`config.mk`:
```
export PLATFORM = sky130hd
export DESIGN_NAME = uart_tx_fifo
export DESIGN_NICKNAME = d
export VERILOG_FILES = /design/src/rtl/pkg_uart.sv /design/src/rtl/uart_sync_fifo.sv /design/src/rtl/uart_tx_fifo.sv
export SDC_FILE = /design/constraint.sdc
export NUM_CORES = 1
export LEC_CHECK = 0
export CAP_MARGIN = 20
export CELL_PAD_IN_SITES_DETAIL_PLACEMENT = 0
export CELL_PAD_IN_SITES_GLOBAL_PLACEMENT = 1
export CORE_MARGIN = 5
export CORE_UTILIZATION = 45
export DETAILED_ROUTE_END_ITERATION = 7
export PLACE_DENSITY = 0.67
export SLEW_MARGIN = 20
export SYNTH_ARGS = -nofsm -noshare
export SYNTH_HDL_FRONTEND = slang
export SYNTH_SLANG_ARGS = --single-unit
```
`constraint.sdc`:
```
create_clock -name clk -period 3.9 [get_ports clk]
set_input_delay 0.78 -clock clk [delete_from_list [all_inputs] [get_ports clk]]
set_output_delay 0.78 -clock clk [all_outputs]
set_load 0.01 [all_outputs]
```
`src/rtl/pkg_uart.sv`:
```
// pkg_uart: shared UART constants and the TX FIFO controller state encoding.
package pkg_uart;

  localparam int unsigned CLOCKS_PER_BIT = 868;
  localparam int unsigned TX_FIFO_DEPTH  = 16;
  localparam int unsigned BYTE_W         = 8;

  typedef enum logic [2:0] {
    IDLE,
    LAUNCH,
    WAIT_ACTIVE,
    WAIT_DONE,
    COOLDOWN
  } txf_state_e;

endpackage

```
`src/rtl/uart_sync_fifo.sv`:
```
// uart_sync_fifo: single-clock byte FIFO; occupancy flags derived from wrap-bit pointers.
module uart_sync_fifo
  import pkg_uart::*;
#(
  parameter int unsigned DEPTH = TX_FIFO_DEPTH,
  parameter int unsigned WIDTH = BYTE_W
) (
  input  logic                   clk,
  input  logic                   rst,
  input  logic                   push,
  input  logic [WIDTH-1:0]       wr_data,
  input  logic                   pop,
  output logic [WIDTH-1:0]       rd_data,
  output logic                   full,
  output logic                   empty,
  output logic [$clog2(DEPTH):0] count
);

  localparam int unsigned PTR_W = $clog2(DEPTH);
  localparam int unsigned CNT_W = PTR_W + 1;

  // Pointers carry one extra bit so full and empty stay distinguishable.
  logic [CNT_W-1:0] wr_ptr;
  logic [CNT_W-1:0] rd_ptr;
  logic [WIDTH-1:0] mem [DEPTH];
  logic             do_push;
  logic             do_pop;

  // A pop on an empty FIFO is ignored; a push while full is only taken if a pop frees the slot.
  assign do_pop  = pop & ~empty;
  assign do_push = push & (~full | do_pop);

  assign count   = wr_ptr - rd_ptr;
  assign full    = (count == CNT_W'(DEPTH));
  assign empty   = (count == '0);
  assign rd_data = mem[rd_ptr[PTR_W-1:0]];

  // Pointer update; index bits wrap modulo DEPTH.
  always_ff @(posedge clk or posedge rst) begin
    if (rst) begin
      wr_ptr <= '0;
      rd_ptr <= '0;
    end else begin
      if (do_push) wr_ptr <= wr_ptr + CNT_W'(1);
      if (do_pop)  rd_ptr <= rd_ptr + CNT_W'(1);
    end
  end

  // Data storage, deliberately not reset.
  always_ff @(posedge clk) begin
    if (do_push) mem[wr_ptr[PTR_W-1:0]] <= wr_data;
  end

endmodule

```
`src/rtl/uart_tx_fifo.sv`:
```
// uart_tx_fifo: byte FIFO in front of a UART transmitter, launching exactly one frame per queued byte.
module uart_tx_fifo
  import pkg_uart::*;
#(
  parameter int unsigned DEPTH = TX_FIFO_DEPTH
) (
  input  logic                   clk,
  input  logic                   rst,
  input  logic                   wr_en,
  input  logic [BYTE_W-1:0]      wr_data,
  output logic                   full,
  output logic                   empty,
  output logic [$clog2(DEPTH):0] count,
  output logic                   overflow,
  output logic                   tx_dv,
  output logic [BYTE_W-1:0]      tx_byte,
  input  logic                   tx_active,
  input  logic                   tx_done
);

  txf_state_e        state;
  logic              pop;
  logic [BYTE_W-1:0] head;

  // The head byte leaves the FIFO on the edge that ends the LAUNCH cycle.
  assign pop = (state == LAUNCH);

  uart_sync_fifo #(
    .DEPTH (DEPTH),
    .WIDTH (BYTE_W)
  ) u_fifo (
    .clk     (clk),
    .rst     (rst),
    .push    (wr_en),
    .wr_data (wr_data),
    .pop     (pop),
    .rd_data (head),
    .full    (full),
    .empty   (empty),
    .count   (count)
  );

  // Sticky record of any byte dropped because no slot was available.
  always_ff @(posedge clk or posedge rst) begin
    if (rst) begin
      overflow <= 1'b0;
    end else if (wr_en && full && !pop) begin
      overflow <= 1'b1;
    end
  end

  // Launch sequencer: one tx_dv pulse per byte, then wait out the whole frame handshake.
  always_ff @(posedge clk or posedge rst) begin
    if (rst) begin
      state   <= IDLE;
      tx_dv   <= 1'b0;
      tx_byte <= '0;
    end else begin
      tx_dv <= 1'b0;
      case (state)
        IDLE: begin
          if (!empty && !tx_active) state <= LAUNCH;
        end
        LAUNCH: begin
          tx_dv   <= 1'b1;
          tx_byte <= head;
          state   <= WAIT_ACTIVE;
        end
        WAIT_ACTIVE: begin
          if (tx_active) state <= WAIT_DONE;
        end
        WAIT_DONE: begin
          if (tx_done) state <= COOLDOWN;
        end
        COOLDOWN: begin
          if (!tx_done && !tx_active) state <= IDLE;
        end
        default: begin
          state <= IDLE;
        end
      endcase
    end
  end

endmodule

```
==> flow_summary.ini <==
[synth]
synthTopCellsByArea = edfxtp_1 (61%), mux4_2 (12%), dfrtp_1 (9.2%)
synth-seq-cells = 151
ys.flop_type = edfxtp_1
avgSynthCellArea_um2 = 17.7
synth_top_area_cell = edfxtp_1
yosys.area.top_type_share_pct = 61.5
synth_cell_types = 45
async_reset_ff_share_pct = 15.2
synth_nets = 376
synth_edf_count = 128
ys.warnings.count = 0
synthCells = 353
syn_area_um2 = 6250
yosysSeqAreaShare_pct = 70.7

[outcome]
status = finished clean

[floorplanning]
die-area_um2 = 16300
start_util_pct = 45.4
fp.coreArea_um2 = 13800
io_pins = 30
dieWidth_um = 128
num_rows = 43
die_h_um = 128

[cells_and_area]
layout_common_cells = edfxtp_1 (128), mux4_2 (32), nand2_1 (32)
fin_util_pct = 53.6
final_common_cell = edfxtp_1
nets = 423
drive_above_1_share_pct = 21.9
area_growth_pct = 18.0
finalNonFillerCells = 591
antenna-diode-count = 0

[clock_network]
clock_latency_ps = 410
postCtsSetupBuffers = 0
cts_buffers = 17
clk_path_buf_depth = 2
cts_hold_buffers = 0
cts.sinks = 151
cts_tree = yes
path_clk_slew_ps = 50
cts_root_buffer = clkbuf_16
ctsHtreeMaxLevel = 4

[critical_path]
cp_data_arrival_time_ps = 2990
critPathMaxFanout = 10
critPathKind = reg -> out
path_cells = inv_1, ha_1, fa_2, nand3b_1, nor4b_4, nor2_1, buf_4, nor2_1, clkdlybuf4s50_1
required_ps = 3120
cp_common_cell = nor2_1
end_kind = primary output
worstPathBufferInverterCount = 3
worst_setup_path_start_kind = flop
cp_slowest_cell = fa_2
critPathTopFamily = buffers and inverters
cpPeakStageDelay_ps = 550

[drt]
dr.pass1.iters = 4
drtIter0Drc = 276
drc_errors = 0
postRouteWirelength_um = 12900
via_count = 3261
routedWlPerCell_um = 21.8
viasPerCell = 5.52
route.antenna.remaining_nets = 0

[grt]
grt_use_total_pct = 16.9
grt-ovfl-total = 0
use_met1_pct = 23.3
gr-usage-met3_pct = 4.17
met2_usage_pct = 27.0
grt_max_degree = 36
grt_pass1_wl_um = 20100
gr-max-usage-layer = met2
grt_pass1_vias = 3405
antenna_found_initial = 0

[placement]
numPortBuffers = 29
gp_congestion = 0.738
hpwlAfterDp_um = 8070
dp_cells = 560

[timing]
setup_viol = 0
maxSlewViolCount = 0
clock.fmax_mhz = 265
setup_tns_ps = 0
finalHoldViolations = 0
post-route-period-util_pct = 96.6
timing.hold.ws_ps = 488
worst_pin_slew_ps = 993
post-route-min-period_ps = 3770
clock_skew_ps = 6.81
relSlewSlack_pct = 33.3

[power_and_ir_drop]
ir_drop_uv = 399
leakagePower_nw = 2.55
p_per_area_nw_per_um2 = 801
power.total_mw = 5.91

[worst_hold_path]
hold_class = reg -> reg

[flow_run]
drv_cap = 0
==> synth_stat cells (2+ instances only) <==
library cell,n
xor2_1,3
nor3_1,19
nor2_1,13
a21oi_1,3
buf_6,2
edfxtp_1,128
a21o_1,2
mux2_1,2
a221o_1,8
nand2b_1,4
o21ai_1,2
dfrtp_1,23
and3_1,2
clkbuf_1,11
mux4_2,32
mux2i_1,8
inv_1,7
ha_1,9
nand3b_1,2
nor4_1,3
o211ai_1,3
nand2_1,32
inv_2,2
xnor2_1,7
nand3_1,3
buf_2,4
==> state kept, by name, indices dropped and copies added (netlist names) <==
register       flops
u_fifo.mem       128
tx_dv              1
tx_byte            8
u_fifo.wr_ptr      5
state              3
u_fifo.rd_ptr      5
overflow           1
==> cells by family (layout without fill, tap and decap cells) <==
group | after synthesis | in the layout | synth area share (%)
AO/OA/AOI/OAI | 28 | 28 | 3.86
XOR/XNOR | 11 | 11 | 1.66
adder cells (fa/ha/maj) | 10 | 10 | 2.12
buffers and inverters | 28 | 86 | 2.00
flip-flops | 151 | 151 | 70.7
multiplexers | 42 | 42 | 13.2
AND/OR/NAND/NOR | 83 | 83 | 6.49
==> what timing repair did <==
action	CTS	global route
hold endpoints to repair	0	0
resized for setup	0	6
setup endpoints to repair	0	1
==> final cells by class <==
cell class,instances,area [um2]
multi-input cells,174,1750
clock buffers,18,429
repair buffers,46,425
fillers,1132,6390
flip-flops and latches,151,4420
clock inverters,12,88.8
inverters,10,37.5
well taps,180,225
==> stage by stage <==
| step | instance area (um2) | setup WS [ps] |
|---|---|---|
| global placement | 6820 | 631 |
| CTS | 7340 | 118 |
| detailed placement | 6820 | 554 |
| finish | 7380 | 133 |
| floorplan | 6250 | 609 |
| global route | 7380 | -50.1 |
==> where the power goes <==
group	internal, mW	switching (mW)	total (mW)
Combinational	1.04	1.21	2.25
Sequential	2.02	0.198	2.22
Clock	0.854	0.585	1.44
Total	3.92	1.99	5.91
==> worst paths after layout <==
| path | startpoint | end | slack (ps) | cells past startpoint |
|---|---|---|---|---|
| max in group asynchronous | rst | u_fifo.wr_ptr[0] | 2780 | 3 |
| min in group asynchronous | rst | tx_byte[0] | 660 | 2 |
| worst min-delay path | u_fifo.rd_ptr[4] | u_fifo.rd_ptr[4] | 490 | 1 |
| worst max-delay path | u_fifo.wr_ptr[0] | empty | 130 | 9 |
| worst min register to register | u_fifo.rd_ptr[4] | u_fifo.rd_ptr[4] | 490 | 1 |
| worst max register to register | u_fifo.wr_ptr[0] | u_fifo.mem[0][0] | 710 | 9 |
==> per-layer routing <==
| metal | part of all wire, % | up-vias |
|---|---|---|
| li1 | - | 1483 |
| met1 | 45 | 1683 |
| met2 | 50 | 84 |
| met3 | 4.0 | 11 |
| met4 | 1.2 | 0 |
| met5 | 0 | - |
(Power assumes the default switching activity.)
